--- src/rtl/sico_trig_capture.sv ---
// Trigger-based stream capture: keeps a rolling pre-trigger history of handshaked beats,
// stores a bounded post-trigger window, then replays the window oldest-first on rec_o.
module sico_trig_capture #(
  parameter int WIDTH = 8,
  parameter int DEPTH = 16,
  parameter int AW    = $clog2(DEPTH)
) (
  input  logic                  clk_i,
  input  logic                  rst_i,
  input  logic                  mon_valid_i,
  input  logic                  mon_ready_i,
  input  logic [WIDTH-1:0]      mon_data_i,
  input  logic                  arm_i,
  input  logic [AW-1:0]         cfg_pre_i,
  input  logic [AW:0]           cfg_post_i,
  input  logic                  trig_i,
  input  logic                  abort_i,
  output logic [WIDTH+AW+1:0]   rec_o,
  output logic [2:0]            state_o,
  output logic                  done_o
);

  typedef enum logic [2:0] {
    S_IDLE  = 3'd0,
    S_ARMED = 3'd1,
    S_POST  = 3'd2,
    S_DRAIN = 3'd3,
    S_DONE  = 3'd4
  } state_e;

  localparam logic [AW:0] DEPTH_C = (AW+1)'(DEPTH);

  state_e           state_q, state_d;
  logic [AW-1:0]    wptr_q, wptr_d;
  logic [AW-1:0]    fill_q, fill_d;
  logic [AW-1:0]    pre_q, pre_d;
  logic [AW:0]      post_q, post_d;
  logic [AW-1:0]    pre_used_q, pre_used_d;
  logic [AW:0]      post_cnt_q, post_cnt_d;
  logic [AW:0]      rd_cnt_q, rd_cnt_d;
  logic             vld_q, vld_d;
  logic             tmark_q, tmark_d;
  logic [AW-1:0]    seq_q, seq_d;
  logic [WIDTH-1:0] data_q, data_d;
  logic             done_q, done_d;
  logic [WIDTH-1:0] mem_q [DEPTH];

  logic             beat;
  logic             wr_en;
  logic [AW:0]      total;
  logic [AW:0]      room;
  logic [AW-1:0]    rd_idx;

  assign beat   = mon_valid_i & mon_ready_i;
  assign total  = {1'b0, pre_used_q} + post_cnt_q;
  assign room   = DEPTH_C - {1'b0, cfg_pre_i};
  // The window ends at wptr, so the oldest entry sits total slots behind it.
  assign rd_idx = wptr_q - total[AW-1:0] + rd_cnt_q[AW-1:0];

  // NOTE: every _d gets its hold value first so no path through the case leaves a latch.
  always_comb begin
    state_d    = state_q;
    wptr_d     = wptr_q;
    fill_d     = fill_q;
    pre_d      = pre_q;
    post_d     = post_q;
    pre_used_d = pre_used_q;
    post_cnt_d = post_cnt_q;
    rd_cnt_d   = rd_cnt_q;
    vld_d      = 1'b0;
    tmark_d    = 1'b0;
    seq_d      = seq_q;
    data_d     = data_q;
    wr_en      = 1'b0;

    unique case (state_q)
      S_IDLE, S_DONE: begin
        if (arm_i) begin
          pre_d      = cfg_pre_i;
          post_d     = (cfg_post_i < room) ? cfg_post_i : room;
          wptr_d     = '0;
          fill_d     = '0;
          pre_used_d = '0;
          post_cnt_d = '0;
          rd_cnt_d   = '0;
          state_d    = S_ARMED;
        end
      end
      S_ARMED: begin
        if (trig_i) begin
          pre_used_d = fill_q;
          if (post_q == '0) begin
            state_d = S_DRAIN;
          end else begin
            // A beat on the trigger cycle is the first post-trigger beat.
            wr_en      = beat;
            wptr_d     = beat ? wptr_q + 1'b1 : wptr_q;
            post_cnt_d = beat ? (AW+1)'(1) : '0;
            state_d    = (beat && post_q == (AW+1)'(1)) ? S_DRAIN : S_POST;
          end
        end else if (beat) begin
          wr_en  = 1'b1;
          wptr_d = wptr_q + 1'b1;
          if (fill_q != pre_q) fill_d = fill_q + 1'b1;
        end
      end
      S_POST: begin
        if (beat) begin
          wr_en      = 1'b1;
          wptr_d     = wptr_q + 1'b1;
          post_cnt_d = post_cnt_q + 1'b1;
          if ((post_cnt_q + 1'b1) == post_q) state_d = S_DRAIN;
        end
      end
      S_DRAIN: begin
        if (total == '0) begin
          state_d = S_DONE;
        end else begin
          vld_d    = 1'b1;
          tmark_d  = (rd_cnt_q == {1'b0, pre_used_q});
          seq_d    = rd_cnt_q[AW-1:0];
          data_d   = mem_q[rd_idx];
          rd_cnt_d = rd_cnt_q + 1'b1;
          if (rd_cnt_q == total - 1'b1) state_d = S_DONE;
        end
      end
      default: state_d = S_IDLE;
    endcase

    if (abort_i) begin
      state_d = S_IDLE;
      vld_d   = 1'b0;
      tmark_d = 1'b0;
      wr_en   = 1'b0;
    end
  end

  assign done_d = (state_d == S_DONE);

  // NOTE: sequential state uses non-blocking assignments so every register samples pre-edge values.
  always_ff @(posedge clk_i) begin
    if (rst_i) begin
      state_q    <= S_IDLE;
      wptr_q     <= '0;
      fill_q     <= '0;
      pre_q      <= '0;
      post_q     <= '0;
      pre_used_q <= '0;
      post_cnt_q <= '0;
      rd_cnt_q   <= '0;
      vld_q      <= 1'b0;
      tmark_q    <= 1'b0;
      seq_q      <= '0;
      data_q     <= '0;
      done_q     <= 1'b0;
    end else begin
      state_q    <= state_d;
      wptr_q     <= wptr_d;
      fill_q     <= fill_d;
      pre_q      <= pre_d;
      post_q     <= post_d;
      pre_used_q <= pre_used_d;
      post_cnt_q <= post_cnt_d;
      rd_cnt_q   <= rd_cnt_d;
      vld_q      <= vld_d;
      tmark_q    <= tmark_d;
      seq_q      <= seq_d;
      data_q     <= data_d;
      done_q     <= done_d;
    end
  end

  // NOTE: the buffer is deliberately left unreset; only entries written in this capture are ever read.
  always_ff @(posedge clk_i) begin
    if (wr_en) mem_q[wptr_q] <= mon_data_i;
  end

  assign rec_o   = {vld_q, tmark_q, seq_q, data_q};
  assign state_o = state_q;
  assign done_o  = done_q;

endmodule

--- config.mk ---
export PLATFORM = sky130hd
export DESIGN_NAME = sico_trig_capture
export DESIGN_NICKNAME = d
export VERILOG_FILES = /design/src/rtl/sico_trig_capture.sv
export SDC_FILE = /design/constraint.sdc
export NUM_CORES = 1
export LEC_CHECK = 0
export CORE_ASPECT_RATIO = 0.5
export CORE_MARGIN = 10
export CORE_UTILIZATION = 37
export DETAILED_ROUTE_END_ITERATION = 10
export GPL_ROUTABILITY_DRIVEN = 0
export SLEW_MARGIN = 15
export SYNTH_ARGS = -nofsm -noshare
export SYNTH_HDL_FRONTEND = slang
export SYNTH_SLANG_ARGS = --single-unit
export TNS_END_PERCENT = 1
--- constraint.sdc ---
create_clock -name clk_i -period 5.3 [get_ports clk_i]
set_clock_uncertainty 0.15 [all_clocks]
set_input_delay 1.06 -clock clk_i [delete_from_list [all_inputs] [get_ports clk_i]]
set_output_delay 1.06 -clock clk_i [all_outputs]
set_load 0.01 [all_outputs]
==> summary.txt, run 1 <==
Status
  – Status: completed

Route
  – Avg WL per Cell: 19.2 µm
  – Drt total wl: 17,200 µm
  – Via/cell ratio: 5.23
  – Vias: 4,679
  – DR DRC count: 0
  – Antenna viol nets, final: 0
  – DRT Pass-1 Iters: 4
  – Starting DRT DRC Count: 319

Layout
  – # fillers: 1,880
  – Layout area overhead: 16.6%
  – Area of the multi-input gates: 0.00290 mm²
  – Reg area: 0.00482 mm²
  – N_diodes: 0
  – Final Util: 44.5%
  – Layout cells sized above 1: 15.1%
  – Fin nets: 658

Clock tree
  – Number of gates resized after CTS: 0
  – Clock sink count: 177
  – Postcts setup bufs: 0
  – Worst-Skew Late Latency: 0.44 ns
  – H-tree levels: 4
  – Root buffer cell: clkbuf_16
  – Hold Buf Count CTS: 0
  – Num CTS Buffers: 17
  – Clock-pin slew of the registers on the worst-case setup and hold paths: 0.07 ns
  – CTS Buffer Depth: 2
  – TritonCTS clock tree: yes

Hold path
  – Hold Crit Class: reg2reg
  – Hold Startpoint: rd_cnt_q[4]

Worst setup path
  – CP arrival: 4.20 ns
  – Critical path class: reg2reg
  – Crit path launch: post_cnt_q[0]
  – Max FO, Critical Path: 13
  – Worst path required time: 5.47 ns
  – CP Launch Type: flop
  – Reg2reg start: post_cnt_q[0]
  – Critical path endpoint category: flop

Synthesis
  – Most common cell in the netlist: edfxtp_1
  – Largest family of logic cells by synthesized area: multiplexers
  – Post-synthesis mux area share: 11.9%
  – Synth Area in XOR/XNOR: 4.35%
  – Synth Net Count: 617
  – Post-Synthesis Cells: 568
  – Leading post-synthesis cells by cell area: edfxtp_1, dfxtp_1, mux4_2
  – EDFF count, synth: 128
  – Post-synthesis adder-cell area fraction: 4.32%
  – Compound-Gate Fraction of Synth Area: 5.52%
  – Synth Area in Simple Gates: 10.2%
  – Syn_area_per_cell: 14.0 µm²
  – Main flop type after synthesis: edfxtp_1
  – Post-synth cell types: 55
  – Area leader, netlist: edfxtp_1
  – Synth Register Bits: 177
  – Syn Std Cell Area: 0.00793 mm²
  – Sequential element share of the synthesized area: 60.8%
  – Top cell type's share of synthesized area: 48.4%
  – Async S/R FF share, synth: 0%
  – Synth warn: 0
  – Synth top cells by count: edfxtp_1, dfxtp_1, nor2_1, nand2_1, mux4_2

Floorplanning
  – Starting density of the core: 38.2%
  – Core area: 0.0208 mm²
  – Die area: 0.0281 mm²
  – Cell Rows: 37
  – Die Width: 227 µm
  – Die span in y: 124 µm
  – I/O pins: 42

STA
  – Final Hold Viols: 0
  – Setup Viol. Count Final: 0
  – Clock period minus worst slack: 4.03 ns
  – RSZ-0062 raised after global routing: no
  – Final Cycle Share: 76.0%
  – Fmax: 248 MHz
  – Slew HR: 34.0%
  – Final Max Tran Viols: 0
  – Least-Margin Pin Slew: 0.987 ns
  – Setup TNS: 0 ns
  – Final WS setup: 1.27 ns

Global routing
  – Initial antenna violation count: 0
  – Grt ovf: 0
  – First-pass GRT wire length: 27,200 µm
  – Largest net degree at the start of global routing: 33
  – GR Util All Layers: 12.8%
  – Vias in the first global route: 4,773

Placed design
  – Final HPWL DP: 11,200 µm
  – Worst slack, placed: 1.31 ns
  – Port Buffers: 41

Run
  – Max-cap violations: 0

Power
  – Power Dens Cells: 332 mW/mm²
  – Static Leak: 3.18 nW
  – Peak supply drop: 0.000213 V
## cell type report
class | instances | area share, %
clock buffer | 18 | 4.75
clock inverter | 14 | 1.95
inverter | 22 | 0.892
multi-input combinational | 339 | 31.3
sequential | 177 | 52.1
tap | 273 | 3.69
timing repair buffer | 52 | 5.27
## registers in the layout, summed over array words and instances, names as in the netlist
register / cells
data_q: 8
done_o: 1
fill_q: 4
mem_q: 128
post_cnt_q: 5
post_q: 5
pre_q: 4
pre_used_q: 4
rd_cnt_q: 5
seq_q: 4
state_o: 3
tmark_q: 1
vld_q: 1
wptr_q: 4
## cell usage in the layout, fill, tap and decap left out, types with 5 or more instances in the layout
cell type	Yosys	routed
buf_4	3	11
a311o_1	9	9
nand2_1	43	43
nand3_1	16	16
inv_1	22	22
clkinv_8	0	6
a21oi_1	23	23
nor3_1	12	11
nor4_1	12	12
nor2_1	44	44
edfxtp_1	128	128
xnor2_1	20	20
mux2i_1	19	19
mux4_2	32	32
clkdlybuf4s50_1	0	40
clkbuf_16	0	17
dfxtp_1	49	49
nor3b_1	9	9
ha_1	21	20
a211oi_1	5	5
o21ai_0	6	6
xor2_1	13	12
## worst max-delay path: stages (launching register included)
cell     delay [ns]
dfxtp_1        0.37
ha_1           0.24
fa_1           0.43
xor2_2         0.35
fa_1           0.48
inv_1          0.07
ha_1           0.26
a21oi_1        0.17
xnor2_1        0.13
xnor2_2        0.74
nor4_1         0.20
a311o_1        0.32
## metal layers
layer	part of all wire, %	routed length, µm	global-route usage, %	up-vias
met5	0	0	0	-
met4	0.72	124	3.39	0
met3	4.7	812	3.21	8
met2	49	8400	21.9	84
met1	46	7820	16.2	2372
li1	-	-	-	2215
## power breakdown
group / switching, mW / internal, mW
Clock: 0.617 / 0.655
Sequential: 0.00942 / 1.49
Combinational: 0.155 / 0.145
## kinds of logic (layout without fill, tap and decap cells)
kind of cell | count (synthesis) | count (layout)
DFF | 177 | 177
buffers and inverters | 52 | 106
xor gates and xnor gates | 36 | 36
AOI/OAI and AO/OA | 62 | 62
and+or+nand+nor | 162 | 162
muxes | 54 | 54
adders and majority gates | 25 | 25
## path summary, 6_finish.rpt
check	endpoint	cells after the start	slack, ns
min	tmark_q	1	0.31
max	data_q[5]	11	1.27
min reg2reg	tmark_q	1	0.31
max reg2reg	data_q[5]	11	1.27
## metrics by stage
stage	instance area (µm²)	hold WS, ns	power, mW	instances
after floorplan	7930	0.262	1.74	568
after global placement	8630	0.298	1.83	863
after detailed placement	8630	0.303	1.83	863
final	9250	0.312	3.07	895
after global routing	9250	0.338	3.19	895
after CTS	9250	0.315	3.10	895
(Power assumes the default switching activity.)
==> inputs of run 2 (changes only) <==
==> constraint.sdc (replaced) <==
create_clock -name clk_i -period 3.9 [get_ports clk_i]
set_clock_uncertainty 0.15 [all_clocks]
set_input_delay 0.78 -clock clk_i [delete_from_list [all_inputs] [get_ports clk_i]]
set_output_delay 0.78 -clock clk_i [all_outputs]
set_load 0.01 [all_outputs]
==> run 2 against run 1 <==
Largest power group unchanged. Power increased by 36%. Sequential power increased by 35%. Fmax increased by 7.5%. Setup slack got worse by 1.1 ns. Critical path depth unchanged. Hold slack improved by 0.0047 ns. Clock power increased by 34%. Count of clock-buffer cells in the layout increased by 1. Flip-flop and latch count unchanged. Routed wire length decreased by 1.2%. First-iteration DRC count increased by 4.7%.
==> summary.txt, run 2 (synthesis gave the netlist of run 1 again) <==
Route
  – DR DRC count: 0 (unchanged)
  – Vias: 4,789 (+2.4%)
  – Antenna viol nets, final: 0 (unchanged)
  – DRT Pass-1 Iters: 4 (unchanged)
  – Starting DRT DRC Count: 334 (+4.7%)
  – Avg WL per Cell: 18.4 µm (-4.0%)
  – Drt total wl: 17,000 µm (-1.2%)
  – Via/cell ratio: 5.20 (-0.54%)

Worst setup path
  – CP peak stage delay: 0.54 ns (-0.20 ns)
  – Crit path cell chain: ha_1 -> fa_1 -> inv_1 -> fa_1 -> inv_1 -> fa_1 -> buf_12 -> mux4_2 -> mux2i_2 -> nor2_1 -> a311o_1
  – Critical path class: reg2reg
  – Worst reg2reg path depth: 11 (unchanged)
  – CP arrival: 3.92 ns (-0.28 ns)
  – Reg-to-Reg End: data_q[4]
  – Critical path endpoint category: flop
  – CP Launch Type: flop
  – Max FO, Critical Path: 32 (+19)
  – Critical path endpoint: data_q[4]
  – Worst path required time: 4.08 ns (-1.39 ns)
  – Crit path launch: pre_used_q[0]
  – Slowest-stage cell, CP: fa_1
  – Reg2reg setup slack: 0.15 ns (-1.12 ns)
  – Reg2reg start: pre_used_q[0]
  – Critical path's most frequent cell: fa_1

Floorplanning
  – Core area: 0.0208 mm² (unchanged)
  – Starting density of the core: 38.2% (unchanged)
  – Die Width: 227 µm (unchanged)
  – I/O pins: 42 (unchanged)
  – Die span in y: 124 µm (unchanged)
  – Die area: 0.0281 mm² (unchanged)
  – Cell Rows: 37 (unchanged)

Clock tree
  – Worst-Skew Late Latency: 0.43 ns (about the same)
  – TritonCTS clock tree: yes
  – Hold Buf Count CTS: 0 (unchanged)
  – H-tree levels: 4 (unchanged)
  – Clock-pin slew of the registers on the worst-case setup and hold paths: 0.07 ns (about the same)
  – Clock sink count: 177 (unchanged)
  – Root buffer cell: clkbuf_16
  – Num CTS Buffers: 17 (unchanged)
  – Number of gates resized after CTS: 0 (unchanged)
  – Postcts setup bufs: 0 (unchanged)
  – CTS Buffer Depth: 2 (unchanged)

STA
  – Setup Viol. Count Final: 0 (unchanged)
  – Final Cycle Share: 96.1% (+20 points)
  – Hold Slack: 0.317 ns (+0.00471 ns)
  – Slew HR: 59.1% (+25 points)
  – Final Max Tran Viols: 0 (unchanged)
  – Least-Margin Pin Slew: 0.612 ns (-0.375 ns)
  – Clock period minus worst slack: 3.75 ns (-0.282 ns)
  – Final Hold Viols: 0 (unchanged)
  – Fmax: 267 MHz (+7.5%)
  – Setup TNS: 0 ns (unchanged)
  – RSZ-0062 raised after global routing: no

Hold path
  – Hold Crit Class: reg2reg

Global routing
  – GRT busiest layer: met2
  – Met2 Usage GRT: 21.4% (-0.47 points)
  – Initial antenna violation count: 0 (unchanged)
  – Vias in the first global route: 4,809 (+0.75%)
  – Largest net degree at the start of global routing: 33 (unchanged)
  – Global routing met3 resource utilization: 3.03% (-0.19 points)
  – Grt ovf: 0 (unchanged)
  – GR Util All Layers: 12.7% (-0.13 points)
  – GRT met1 Usage: 16.1% (-0.11 points)
  – First-pass GRT wire length: 27,300 µm (+0.28%)

Layout
  – Layout area overhead: 19.4%
  – # fillers: 1,832 (-2.6%)
  – Top Registers: mem_q: 128 flops, data_q: 8 flops
  – Reg area: 0.00482 mm² (unchanged)
  – Area of the multi-input gates: 0.00292 mm² (+0.60%)
  – Largest Register: mem_q
  – Fin nets: 684 (+4.0%)
  – Post-layout instance area: 0.00947 mm² (+2.4%)
  – Most common cell after layout, fill and taps aside: edfxtp_1
  – Layout cells sized above 1: 18.7% (+3.6 points)
  – Max FFs per register: 128 (unchanged)
  – Most frequent cells in the layout: edfxtp_1, dfxtp_1, nor2_1
  – N_diodes: 0 (unchanged)

Run
  – Max-cap violations: 0 (unchanged)

Power
  – Peak supply drop: 0.000344 V (+61%)
  – Power Dens Cells: 440 mW/mm² (+33%)
  – Static Leak: 3.31 nW (+3.9%)

Placed design
  – Final HPWL DP: 11,600 µm (+2.8%)
  – Port Buffers: 41 (unchanged)
  – Placed Area: 0.00886 mm² (+2.6%)

Status
  – Status: completed
run 2: changes by cell type in the layout (fill, tap and decap cells not counted), moves of 2 or more:
cell,delta
mux2i_2,+3
mux2i_1,-3
buf_12,+3
buf_4,+23
clkinvlp_4,+2
clkinv_8,-5
run 2: cell type report:
class                   count  share of cell area [%]
flip-flops and latches    177                    50.9
multi-input cells         339                    30.8
repair buffers             78                    7.61
clock buffers              19                    4.68
well taps                 273                    3.61
clock inverters            13                    1.52
inverters                  22                   0.872
run 2: layer usage:
layer,vias up,part of all wire (%)
met4,0,1.4
met1,2424,46
met5,-,0
met2,80,49
li1,2268,-
met3,17,3.0
run 2: worst min-delay path by stage:
| stage | start | depth (start not counted) | slack (ns) | to |
|---|---|---|---|---|
| 5_1_grt | seq_q[0] | 2 | 0.34 | seq_q[0] |
| 6_report | seq_q[0] | 2 | 0.32 | seq_q[0] |
| 3_5_place_dp | seq_q[0] | 2 | 0.31 | seq_q[0] |
| 4_1_cts | seq_q[0] | 2 | 0.32 | seq_q[0] |
| 2_1_floorplan | rd_cnt_q[4] | 1 | 0.26 | tmark_q |
| 3_3_place_gp | seq_q[0] | 2 | 0.30 | seq_q[0] |
run 2: through the flow:
| stage | instances | total power, mW | utilization [%] | setup slack (ns) |
|---|---|---|---|---|
| floorplan | 568 | 2.37 | - | 0.0677 |
| global placement | 889 | 2.50 | 42.6 | 0.129 |
| detailed placement | 889 | 2.51 | 42.6 | 0.112 |
| CTS | 921 | 4.20 | 45.5 | 0.0778 |
| global route | 921 | 4.33 | 45.6 | 0.0457 |
| finish | 921 | 4.17 | 45.6 | 0.153 |
run 2: critical path: cells and delay by family (launching register included):
family	cells	cell delay [ns]
fa+ha+maj	4	1.79
mux	2	0.56
buf+inv	3	0.37
compound gates	1	0.35
flops	1	0.32
simple gates	1	0.06
run 2: report_power, final:
part	switching, mW	internal (mW)	total [mW]
clock	0.775	0.923	1.70
combinational	0.223	0.212	0.435
sequential	0.0109	2.02	2.03
total	1.01	3.16	4.17
==> inputs of run 3 (changes only) <==
--- a/config.mk
+++ b/config.mk
@@ -7,9 +7,11 @@
 export LEC_CHECK = 0
 export CORE_ASPECT_RATIO = 0.5
 export CORE_MARGIN = 10
-export CORE_UTILIZATION = 37
+export CORE_UTILIZATION = 63
 export DETAILED_ROUTE_END_ITERATION = 10
+export DONT_BUFFER_PORTS = 1
 export GPL_ROUTABILITY_DRIVEN = 0
+export PLACE_DENSITY = 0.79
 export SLEW_MARGIN = 15
 export SYNTH_ARGS = -nofsm -noshare
 export SYNTH_HDL_FRONTEND = slang
==> run 3 against run 2 <==
Die area shrank 37%. Sequential power hardly changed. Final area shrank 6.4%. Power decreased by 3.1%. Utilization grew 28 points. Cell count shrank 17%.
==> summary.txt, run 3 (synthesis gave the netlist of run 1 again) <==
Layout
  – Layout area overhead: 11.7%
  – Most common cell after layout, fill and taps aside: edfxtp_1
  – N_diodes: 0 (unchanged)
  – Top Registers: mem_q: 128 flops, data_q: 8 flops
  – Post-route insts no fill: 765 (-17%)
  – Most frequent cells in the layout: edfxtp_1, dfxtp_1, nor2_1
  – Layout cells sized above 1: 19.0% (+0.33 points)
  – Fin nets: 636 (-7.0%)
  – Largest Register: mem_q
  – Max FFs per register: 128 (unchanged)
  – # fillers: 727 (-60%)

STA
  – Final Max Tran Viols: 0 (unchanged)
  – Clock period minus worst slack: 3.77 ns (+0.0239 ns)
  – Setup Viol. Count Final: 0 (unchanged)
  – Final Hold Viols: 0 (unchanged)
  – Least-Margin Pin Slew: 0.648 ns (+0.0355 ns)
  – RSZ-0062 raised after global routing: no
  – Setup TNS: 0 ns (unchanged)
  – Final Cycle Share: 96.7% (+0.61 points)
  – Fmax: 265 MHz (-0.64%)
  – Slew HR: 56.7% (-2.4 points)
  – Final WS setup: 0.129 ns (-0.0239 ns)

Floorplanning
  – Cell Rows: 28 (-24%)
  – Die Width: 179 µm (-21%)
  – Die span in y: 99.4 µm (-20%)
  – Die area: 0.0178 mm² (-37%)
  – Core area: 0.0121 mm² (-42%)
  – I/O pins: 42 (unchanged)
  – Starting density of the core: 65.8% (+28 points)

Global routing
  – Vias in the first global route: 4,849 (+0.83%)
  – Grt ovf: 0 (unchanged)
  – First-pass GRT wire length: 27,400 µm (+0.35%)
  – GR Util All Layers: 20.0% (+7.3 points)
  – Initial antenna violation count: 0 (unchanged)
  – Largest net degree at the start of global routing: 54 (+64%)

Hold path
  – Hold Crit Endpoint: rd_cnt_q[1]
  – Hold Startpoint: rst_i
  – Hold Crit Class: in2reg
  – Hold Crit Depth: 1 (-1)

Clock tree
  – H-tree levels: 4 (unchanged)
  – Clock-pin slew of the registers on the worst-case setup and hold paths: 0.07 ns (about the same)
  – Num CTS Buffers: 17 (unchanged)
  – Root buffer cell: clkbuf_16
  – CTS Buffer Depth: 2 (unchanged)
  – Postcts setup bufs: 0 (unchanged)
  – Clock sink count: 177 (unchanged)
  – Hold Buf Count CTS: 0 (unchanged)
  – TritonCTS clock tree: yes
  – Worst-Skew Late Latency: 0.43 ns (about the same)

Route
  – Antenna viol nets, final: 0 (unchanged)
  – Met1 Routed Length: 7300 µm (-7.0%)
  – DR DRC count: 0 (unchanged)
  – Via/cell ratio: 6.37 (+23%)
  – Avg WL per Cell: 23.1 µm (+26%)
  – Met3 WL: 1640 µm (+220%)
  – Vias: 4,874 (+1.8%)
  – Top sig layer: met4
  – Drt total wl: 17,700 µm (+4.3%)
  – DRT Pass-1 Iters: 5 (+1)
  – Starting DRT DRC Count: 574 (+72%)
  – Met2 routed WL: 8410 µm (+0.68%)

Placed design
  – Worst slack, placed: 0.0494 ns (-0.0622 ns)
  – Port Buffers: 0 (-100%)
  – Final HPWL DP: 11,300 µm (-2.7%)
  – Placed Cells: 732 (-18%)

Run
  – Max-cap violations: 0 (unchanged)

Worst setup path
  – Worst path required time: 4.07 ns (about the same)
  – Critical path class: reg2reg
  – Max FO, Critical Path: 14 (-56%)
  – Critical path endpoint category: flop
  – CP arrival: 3.94 ns (+0.02 ns)
  – Worst reg2reg path depth: 11 (unchanged)
  – CP Launch Type: flop
  – Reg-to-Reg End: data_q[2]
  – Reg2reg start: pre_used_q[0]
  – Reg2reg setup slack: 0.13 ns (-0.02 ns)

Power
  – Static Leak: 3.11 nW (-6.1%)
  – Peak supply drop: 0.000259 V (-25%)
  – Power Dens Cells: 456 mW/mm² (+3.6%)

Status
  – Status: completed
==> run 3: changes by cell type in the layout (fill, tap and decap cells not counted), sizes merged <==
| cell | change |
|---|---|
| buf | -9 |
| bufinv | -1 |
| clkdlybuf4s50 | -40 |
| clkinv | +1 |
| inv | +1 |
==> run 3: worst max path at each step <==
stage | start | end | slack (ns)
final | pre_used_q[0] | data_q[2] | 0.13
after CTS | pre_used_q[0] | data_q[1] | 0.01
after global routing | pre_used_q[0] | data_q[5] | 0.03
after global placement | pre_used_q[0] | data_q[7] | 0.15
after floorplan | post_cnt_q[0] | data_q[0] | 0.07
after detailed placement | pre_used_q[0] | data_q[3] | 0.05
==> run 3: routing by layer <==
metal / GRT usage, % / up-vias
li1: - / 2163
met1: 26.1 / 2425
met2: 31.8 / 252
met3: 5.40 / 34
met4: 7.26 / 0
met5: 0 / -
==> run 3: what timing repair did <==
| item | in CTS | in global routing |
|---|---|---|
| pin swaps | 0 | 1 |
| endpoints found under the setup margin | 1 | 8 |
| cloned | 0 | 1 |
| hold endpoints to repair | 0 | 0 |
| resized for setup | 1 | 5 |
==> run 3: power by group <==
| group | internal [mW] | switching [mW] | total (mW) | leakage, nW |
|---|---|---|---|---|
| clock | 0.836 | 0.774 | 1.61 | 0.267 |
| sequential | 2.02 | 0.0120 | 2.04 | 1.55 |
| combinational | 0.200 | 0.194 | 0.394 | 1.29 |
==> run 3: layout make-up <==
type / count / area, µm² / area share, %
inverters: 22 / 82.6 / 0.932
repair buffers: 30 / 280 / 3.16
well taps: 165 / 206 / 2.33
clock buffers: 18 / 429 / 4.84
flip-flops and latches: 177 / 4820 / 54.4
clock inverters: 14 / 120 / 1.36
multi-input cells: 339 / 2920 / 32.9
==> run 3: through the flow <==
step           power [mW]  hold slack [ns]  area [µm²]  utilization, %
6_report             4.04            0.267        8860            73.5
5_1_grt              4.15            0.264        8860            73.5
4_1_cts              4.03            0.257        8810            73.1
3_5_place_dp         2.45            0.296        8260            68.6
3_3_place_gp         2.44            0.302        8260            68.6
2_1_floorplan        2.37            0.262        7930               -
==> run 3: worst max-delay path, cell delays in order (launching register included) <==
cell and delay, ns:
dfxtp_1 0.34, ha_2 0.20, fa_1 0.50, inv_1 0.07
fa_1 0.52, inv_1 0.07, fa_2 0.64, buf_12 0.19
mux4_2 0.32, mux2i_2 0.21, nor2_1 0.08, a311o_1 0.35
